[config.mk]
export PLATFORM = sky130hd
export DESIGN_NAME = sky130_fd_io__xres_filt_nch
export DESIGN_NICKNAME = d
export VERILOG_FILES = /design/src/rtl/sky130_fd_io__xres_filt_nch.sv
export SDC_FILE = /design/constraint.sdc
export NUM_CORES = 1
export LEC_CHECK = 0
export BUFFER_PORTS_ARGS = -buffer_cell sky130_fd_sc_hd__buf_4
export CORE_AREA = 5 5 89 91
export DETAILED_ROUTE_END_ITERATION = 6
export DIE_AREA = 0 0 94 96
export GPL_TIMING_DRIVEN = 0
export PLACE_DENSITY = 0.4
export SLEW_MARGIN = 10
export SYNTH_ARGS = -nofsm -noshare
export SYNTH_HDL_FRONTEND = slang
export SYNTH_SLANG_ARGS = --single-unit
[constraint.sdc]
create_clock -name CLK -period 1.77 [get_ports CLK]
set_input_delay 0.2655 -clock CLK [delete_from_list [all_inputs] [get_ports CLK]]
set_output_delay 0.2655 -clock CLK [all_outputs]
set_load 0.03 [all_outputs]
[src/rtl/sky130_fd_io__xres_filt_nch.sv]
// N-channel reset-input conditioner.
// Each channel picks PAD or FILT_IN_H, synchronises it, then runs a small
// filter FSM that accepts a level change only after FILT_CYC consecutive
// equal samples, enforces a minimum assertion time and flags low pulses that
// were too long to be noise but too short to be accepted as a reset.
// XRES_ANY_N is the AND of all channel outputs and feeds the global reset.
//
// FSM states (state_q[i], readable by hierarchical reference):
//   ST_REL  released, output high
//   ST_QLO  qualifying a low level, output still high
//   ST_ASRT asserted, output low, minimum-hold counter running
//   ST_QHI  qualifying a high level, output still low
module sky130_fd_io__xres_filt_nch #(
    parameter int NCH         = 2,
    parameter int SYNC_STAGES = 2,
    parameter int FILT_CYC    = 8,
    parameter int MIN_ASSERT  = 16,
    parameter int AMB_LO      = 2,
    parameter int CNT_W       = 8
) (
    input  logic           CLK,
    input  logic           RESET,
    input  logic           PWR_GOOD_H,
    input  logic [NCH-1:0] ENABLE_H,
    input  logic [NCH-1:0] INP_SEL_H,
    input  logic [NCH-1:0] PAD,
    input  logic [NCH-1:0] FILT_IN_H,
    input  logic           AMBIG_CLR,
    output logic [NCH-1:0] XRES_H_N,
    output logic           XRES_ANY_N,
    output logic [NCH-1:0] AMBIG_H
);

    typedef enum logic [1:0] {
        ST_REL  = 2'd0,
        ST_QLO  = 2'd1,
        ST_ASRT = 2'd2,
        ST_QHI  = 2'd3
    } state_t;

    // Counter thresholds, all compared unsigned at CNT_W bits.
    localparam logic [CNT_W-1:0] CNT_ONE   = CNT_W'(1);
    localparam logic [CNT_W-1:0] FILT_LAST = CNT_W'(FILT_CYC - 1);
    localparam logic [CNT_W-1:0] MIN_LAST  = CNT_W'(MIN_ASSERT - 1);
    localparam logic [CNT_W-1:0] MIN_FULL  = CNT_W'(MIN_ASSERT);
    localparam logic [CNT_W-1:0] AMB_TH    = CNT_W'(AMB_LO);

    logic [NCH-1:0]         raw;
    logic [SYNC_STAGES-1:0] sync_q  [NCH];
    logic [NCH-1:0]         s_sync;
    logic [NCH-1:0]         sel_q;
    logic [NCH-1:0]         sel_chg;
    state_t                 state_q [NCH];
    state_t                 state_d [NCH];
    logic [CNT_W-1:0]       cnt_q   [NCH];
    logic [CNT_W-1:0]       cnt_d   [NCH];
    logic [NCH-1:0]         amb_set;
    logic [NCH-1:0]         ambig_q;
    logic [NCH-1:0]         ambig_d;
    logic [NCH-1:0]         xres_n;

    // Source select per channel, then the synchroniser tap and select-change detect.
    always_comb begin
        raw     = '0;
        s_sync  = '0;
        sel_chg = '0;
        for (int i = 0; i < NCH; i++) begin
            raw[i]     = INP_SEL_H[i] ? FILT_IN_H[i] : PAD[i];
            s_sync[i]  = sync_q[i][SYNC_STAGES-1];
            sel_chg[i] = INP_SEL_H[i] ^ sel_q[i];
        end
    end

    // Synchroniser chains and the registered source select.
    always_ff @(posedge CLK or posedge RESET) begin
        if (RESET) begin
            for (int i = 0; i < NCH; i++) begin
                sync_q[i] <= '0;
            end
            sel_q <= '0;
        end else begin
            for (int i = 0; i < NCH; i++) begin
                sync_q[i] <= {sync_q[i][SYNC_STAGES-2:0], raw[i]};
            end
            sel_q <= INP_SEL_H;
        end
    end

    // State register: FSM state, counters and the sticky ambiguous flags.
    always_ff @(posedge CLK or posedge RESET) begin
        if (RESET) begin
            for (int i = 0; i < NCH; i++) begin
                state_q[i] <= ST_ASRT;
                cnt_q[i]   <= '0;
            end
            ambig_q <= '0;
        end else begin
            for (int i = 0; i < NCH; i++) begin
                state_q[i] <= state_d[i];
                cnt_q[i]   <= cnt_d[i];
            end
            ambig_q <= ambig_d;
        end
    end

    // Next-state logic. Priority: disable, power-bad, source change, filter.
    always_comb begin
        amb_set = '0;
        for (int i = 0; i < NCH; i++) begin
            state_d[i] = state_q[i];
            cnt_d[i]   = cnt_q[i];
            if (!ENABLE_H[i]) begin
                state_d[i] = ST_REL;
                cnt_d[i]   = '0;
            end else if (!PWR_GOOD_H) begin
                // Hold restarts from zero once power returns.
                state_d[i] = ST_ASRT;
                cnt_d[i]   = '0;
            end else if (sel_chg[i]) begin
                // Abandon any half-qualified transition; asserted channels keep
                // their completed hold (no re-hold after QHI).
                case (state_q[i])
                    ST_QLO: begin
                        state_d[i] = ST_REL;
                        cnt_d[i]   = '0;
                    end
                    ST_QHI: begin
                        state_d[i] = ST_ASRT;
                        cnt_d[i]   = MIN_FULL;
                    end
                    default: ;
                endcase
            end else begin
                case (state_q[i])
                    ST_REL: begin
                        if (!s_sync[i]) begin
                            state_d[i] = ST_QLO;
                            cnt_d[i]   = CNT_ONE;
                        end else begin
                            cnt_d[i] = '0;
                        end
                    end
                    ST_QLO: begin
                        if (!s_sync[i]) begin
                            if (cnt_q[i] >= FILT_LAST) begin
                                state_d[i] = ST_ASRT;
                                cnt_d[i]   = '0;
                            end else begin
                                cnt_d[i] = cnt_q[i] + CNT_ONE;
                            end
                        end else begin
                            state_d[i] = ST_REL;
                            cnt_d[i]   = '0;
                            amb_set[i] = (cnt_q[i] >= AMB_TH);
                        end
                    end
                    ST_ASRT: begin
                        if (s_sync[i] && (cnt_q[i] >= MIN_LAST)) begin
                            state_d[i] = ST_QHI;
                            cnt_d[i]   = CNT_ONE;
                        end else if (cnt_q[i] < MIN_FULL) begin
                            cnt_d[i] = cnt_q[i] + CNT_ONE;
                        end
                    end
                    ST_QHI: begin
                        if (s_sync[i]) begin
                            if (cnt_q[i] >= FILT_LAST) begin
                                state_d[i] = ST_REL;
                                cnt_d[i]   = '0;
                            end else begin
                                cnt_d[i] = cnt_q[i] + CNT_ONE;
                            end
                        end else begin
                            state_d[i] = ST_ASRT;
                            cnt_d[i]   = MIN_FULL;
                        end
                    end
                    default: begin
                        state_d[i] = ST_ASRT;
                        cnt_d[i]   = '0;
                    end
                endcase
            end
        end
        // A set on the same edge as a clear wins.
        ambig_d = (ambig_q & ~{NCH{AMBIG_CLR}}) | amb_set;
    end

    // Outputs: power-bad and RESET force assertion combinationally; a disabled
    // channel is released regardless of its state.
    always_comb begin
        xres_n = '0;
        for (int i = 0; i < NCH; i++) begin
            xres_n[i] = !RESET && PWR_GOOD_H &&
                        (!ENABLE_H[i] || (state_q[i] == ST_REL) || (state_q[i] == ST_QLO));
        end
    end

    assign XRES_H_N   = xres_n;
    assign XRES_ANY_N = &xres_n;
    assign AMBIG_H    = ambig_q;

endmodule

# Word level (Yosys, flattened, before mapping)
# Cells that the tools add are included.
[classes] n_addsub=2 order_cmp=8 n_eq_ne=18 n_mux=56 bitwise_logic=5 n_reduce_logical=19
[op_table] cell="8-bit two-way mux" count=16
[op_table] cell="8-bit one-hot mux with 4 select lines" count=2
[op_table] cell="2-bit two-way mux" count=18
[op_table] cell="6-bit inequality test, second input constant" count=6
[op_table] cell="8-bit one-hot mux with 2 select lines" count=2
[op_table] cell="5-bit inequality test, second input constant" count=4
[op_table] cell="8-bit by 1-bit adder with 8-bit output, second input constant" count=2
[op_table] cell="8-bit by 2-bit >= comparator with 1-bit output, second input constant" count=2
[op_table] cell="8-bit by 3-bit >= comparator with 1-bit output, second input constant" count=2
[op_table] cell="8-bit by 4-bit >= comparator with 1-bit output, second input constant" count=2
[op_table] cell="8-bit by 5-bit < comparator with 1-bit output, second input constant" count=2
[op_table] cell="2-bit one-hot mux with 4 select lines" count=2
[op_table] cell="1-bit two-way mux" count=14
[op_table] cell="5-bit by 3-bit inequality test with 1-bit output, second input constant" count=2
[op_table] cell="5-bit AND reduction" count=2
[op_table] cell="2-bit equality test, second input constant" count=4
[op_table] cell="2-bit one-hot mux with 2 select lines" count=2
[op_table] cell="2-bit AND reduction" count=3
[op_table] cell="1-bit logical AND" count=5
[op_table] cell="2-bit by 1-bit equality test with 1-bit output, second input constant" count=2
[op_table] cell="2-bit logical NOT" count=2
[op_table] cell="1-bit logical OR" count=4
[op_table] cell="1-bit logical NOT" count=3
[op_table] cell="2-bit AND" count=1
[op_table] cell="3 further kinds" count=4
[word_totals] regBits=28 input_bits=12 output_inout_bits=5 wordCells=116

# Logic depth before layout (Yosys ltp)
[depth] word_depth=7 depth_mapped=6 depth_no_buf=6

# Worst setup path after synthesis
# OpenSTA, ideal clock, no wires.
[synth_path] kind="input-to-output" startpoint="input port RESET" endpoint="output port XRES_ANY_N" arrival_time_ns=2.370 t_required_ns=1.505 slack_ns=-0.866 path_stages=4 path_cell_list="inv_1 > nand2_1 > a21oi_1 > a21boi_0"
[synth_between] elab_chain_len=4 elab_cells_between_ends=5 cone_classes="reduce/logical (5)"
[synth_lines] element="from (decl)" line_no="22" source="input logic RESET,"
[synth_lines] element="1-bit logical NOT" line_no="194" source="xres_n[i] = !RESET && PWR_GOOD_H &&"
[synth_lines] element="1-bit logical AND (2 in series)" line_no="194"
[synth_lines] element="named net XRES_H_N[0]" line_no="29" source="output logic [NCH-1:0] XRES_H_N,"
[synth_lines] element="2-bit AND reduction" line_no="200" source="assign XRES_ANY_N = &xres_n;"
[synth_lines] element="to (decl)" line_no="30" source="output logic XRES_ANY_N,"
# The timed path passes the listed nets, and every way through them passes these cells.

# Worst setup path after layout
[layout_path] startpoint="register cnt_q[13] in the netlist's numbering" endpoint="register cnt_q[11] in the netlist's numbering"
[layout_between] elab_chain_len=7 elab_cells_between_ends=14 cone_classes="order compare (3); eq/ne (1); mux (8); reduce/logical (2)"
[layout_lines] element="from (decl)" line_no="55" source="logic [CNT_W-1:0] cnt_q [NCH];"
[layout_lines] element="from (signal, indexed assignment)" line_no="100" source="cnt_q[i] <= cnt_d[i];"
[layout_lines] element="8-bit by 3-bit >= comparator with 1-bit output or 8-bit by 4-bit >= comparator with 1-bit output (tied branches)" line_no="145, 167, 158"
[layout_lines] element="8-bit two-way mux or 1-bit logical AND (tied branches)" line_no="145, 167, 158"
[layout_lines] element="8-bit two-way mux (on tied branches)" line_no="166, 144, 158"
[layout_lines] element="8-bit one-hot mux with 4 select lines" line_no="134" source="case (state_q[i])"
[layout_lines] element="8-bit two-way mux" line_no="119" source="end else if (sel_chg[i]) begin"
[layout_lines] element="8-bit two-way mux" line_no="115" source="end else if (!PWR_GOOD_H) begin"
[layout_lines] element="8-bit two-way mux" line_no="112" source="if (!ENABLE_H[i]) begin"
# Several ways; a longest one is shown, not always the timed one.
# A chain may end at the register's enable or synchronous reset.

==> results_dict.tcl <==
set metrics [dict create \
    synth_nets 192 \
    violations "negative setup slack" \
    vdd_drop_max_mv 0.317 \
    path_max_fanout 5 \
    max_freq_mhz 528 \
    cap_violations 0 \
    cts_tree "yes" \
    yosys_warnings 0 \
    slew_violations 0 \
    portBuffers 15 \
    synth_area_leader_cell "dfrtp_1" \
    grt_overflow 0 \
    swShare_pct 30.6 \
    diodes 0 \
    timing.final.crit_share_pct 107 \
    synth_seq_area_share_pct 41.7 \
    combPwrFrac_pct 24.7 \
    hold_viol 0 \
    die-area_mm2 0.00902 \
    timing.final.ws_setup_ns -0.125 \
    cp_data_arrival_time_ns 2.12 \
    cp_slowest_cell "or4_4" \
    finClkSkew_ns 0.00687 \
    crit_chain "or4_4, a2111oi_4, o21ba_4, a21o_1, a22o_1" \
    max_slew_margin_pct 50.5 \
    setup_viol 14 \
    antenna_found_initial 0 \
    intPower_mw 1.04 \
    yosys-top-cells-area "dfrtp_1 (39%), a21oi_1 (3.6%), dfstp_2 (3.1%)" \
    path_clk_slew_ns 0.11 \
    via_count 1520 \
    ant_nets 0 \
    place_ws_ns -0.215 \
    dieHeight_um 96 \
    rows 31 \
    synthArstFlopShare_pct 100 \
    leakage_nw 0.965 \
    ys.flop_type "dfrtp_1" \
    path_class "reg2reg" \
    grt_max_degree 16 \
    synth_cell_types 51 \
    crit_path_max_incr_delay_ns 0.57 \
    die_x_um 94 \
    synth_area_per_cell_um2 9.58 \
    drtIter0Drc 40 \
    period_minus_slack_ns 1.89 \
    layout_commonest_cell "buf_4" \
    status "finished, violations left" \
    tightest_slew_ns 0.739 \
    wl_per_cell_um 14.9 \
    post-dp-hpwl_um 3020 \
    synthToLayoutAreaGrowth_pct 37.7 \
    cpLargestDelayFamily "compound AO/OA/AOI/OAI gates" \
    required_ns 1.99 \
    ys_seq_elements 28 \
    ios 17 \
    cp_num_buf_inv 0 \
    grt_pass1_wl_um 7600 \
    power.switching_mw 0.457 \
    wl_um 4710 \
    endpoint_kind "flip-flop" \
    placed_area_mm2 0.00194 \
    cts_sinks 28 \
    initial_core_util_pct 23.9 \
    synth-edff-count 0 \
    synth_top_area_share_pct 38.6 \
    cts_inserted_buffers 3 \
    grt_use_total_pct 10.7 \
    grt_pass1_vias 1543 \
    clockPowerShare_pct 28.1 \
    nNetsFinal 234 \
    vias_per_cell 4.81 \
    htreeDepth 1 \
    hold_path.class "in2async" \
    synthCells 176 \
    rsz0062_at_grt "yes" \
    cts_root_buffer "clkbuf_8" \
    drive_gt1_share_pct 40.1 \
    fp.coreArea_mm2 0.00706 \
    dr.pass1.iters 4 \
    final_area_mm2 0.00232 \
    worstSkewPairLatency_ns 0.28 \
    routabilityCongestion 0.744 \
    r2r_slack_ns -0.12 \
    start_kind "flip-flop" \
    final_util_pct 32.9 \
    clk_path_buf_depth 2 \
    n_fill_cell 769 \
    p_seq_share_pct 47.2 \
    drc 0 \
    netlist_area_mm2 0.00169 \
    power_density_mw_per_mm2 644 \
    most-common-layout-cells "buf_4 (36), dfrtp_1 (25), nand2_1 (11), inv_1 (9), nor2_1 (9)" \
]
==> synthesized netlist by cell type, types with 4 or more instances <==
library cell	count
o21ai_0	6
ha_1	4
nand3_1	9
nor4_1	5
a21oi_1	12
dfrtp_1	26
a31oi_1	6
nand2_1	12
and3_1	4
nor3_1	5
inv_1	10
nor2_1	9
==> per-stage QoR <==
| step | hold WS, ns | TNS (ns) | cells | total power, mW |
|---|---|---|---|---|
| after global routing | 0.0545 | -1.41 | 316 | 1.58 |
| after detailed placement | 0.338 | -1.51 | 290 | 1.00 |
| after CTS | 0.0610 | -0.397 | 313 | 1.50 |
| after global placement | 0.333 | -1.71 | 290 | 1.00 |
| after floorplan | 0.172 | -0.0746 | 176 | 0.914 |
| final | 0.0614 | -0.537 | 316 | 1.50 |
==> flip-flops by register name, summed over array words and instances (netlist names) <==
signal	count
sel_q	2
state_q	4
cnt_q	16
sync_q	2
AMBIG_H	2
s_sync	2
==> final cells by class <==
cell class | instances | area [um2] | share of cell area, %
Tap cell | 99 | 124 | 5.33
Buffer | 5 | 31.3 | 1.35
Sequential cell | 28 | 704 | 30.3
Timing Repair Buffer | 37 | 280 | 12.1
Inverter | 10 | 41.3 | 1.78
Clock buffer | 4 | 55.1 | 2.37
Timing Repair inverter | 1 | 5.00 | 0.216
Multi-Input combinational cell | 132 | 1080 | 46.6
==> worst paths after layout <==
path	cells after the start	from	end
max	5	cnt_q[13]$_DFFE_PP0P_	cnt_q[11]$_DFFE_PP0P_
min	2	RESET	state_q[3]$_DFFE_PP1P_
max reg2reg	5	cnt_q[13]$_DFFE_PP0P_	cnt_q[11]$_DFFE_PP0P_
min reg2reg	0	sync_q[2]$_DFF_PP0_	s_sync[0]$_DFF_PP0_
max in group asynchronous	3	RESET	sel_q[1]$_DFF_PP0_
min in group CLK	1	INP_SEL_H[0]	sel_q[0]$_DFF_PP0_
==> worst register-to-register path, cell delays in order, from the launching register on <==
cell	delay, ns
dfrtp_1	0.42
or4_4	0.57
a2111oi_4	0.38
o21ba_4	0.22
a21o_1	0.12
a22o_1	0.12
==> metal layers <==
metal  global-route usage [%]  vias up  wire (um)
met5                        0        -          0
met4                     2.17        0         34
met3                     2.27        4        106
met2                     19.9       17       2520
met1                     12.5      750       2040
li1                         -      749          -
==> cell families (layout without fill, tap and decap cells) <==
| logic type | after synthesis | after routing | share of synthesized area (%) |
|---|---|---|---|
| flops | 28 | 28 | 41.7 |
| compound gates | 54 | 54 | 23.7 |
| mux | 4 | 4 | 2.60 |
| simple gates | 64 | 64 | 21.6 |
| xor+xnor | 6 | 6 | 3.12 |
| fa+ha+maj | 4 | 4 | 2.97 |
| buf+inv | 16 | 57 | 4.30 |
==> power groups by stage <==
| stage | combinational [mW] | clock, mW | sequential, mW |
|---|---|---|---|
| 5_1_grt | 0.404 | 0.467 | 0.712 |
| 3_5_place_dp | 0.276 | 0 | 0.724 |
| 3_3_place_gp | 0.279 | 0 | 0.726 |
| 6_report | 0.369 | 0.421 | 0.707 |
| 2_1_floorplan | 0.199 | 0 | 0.715 |
| 4_1_cts | 0.350 | 0.450 | 0.703 |
==> timing repair <==
item	4_1_cts	5_1_grt
gates cloned	1	0
pin swaps	15	16
hold endpoints to repair	12	0
endpoints found under the setup margin	15	14
hold buffers	1	0
resized for setup	19	16
setup buffers	17	4
Power figures use the tool's default switching activity.
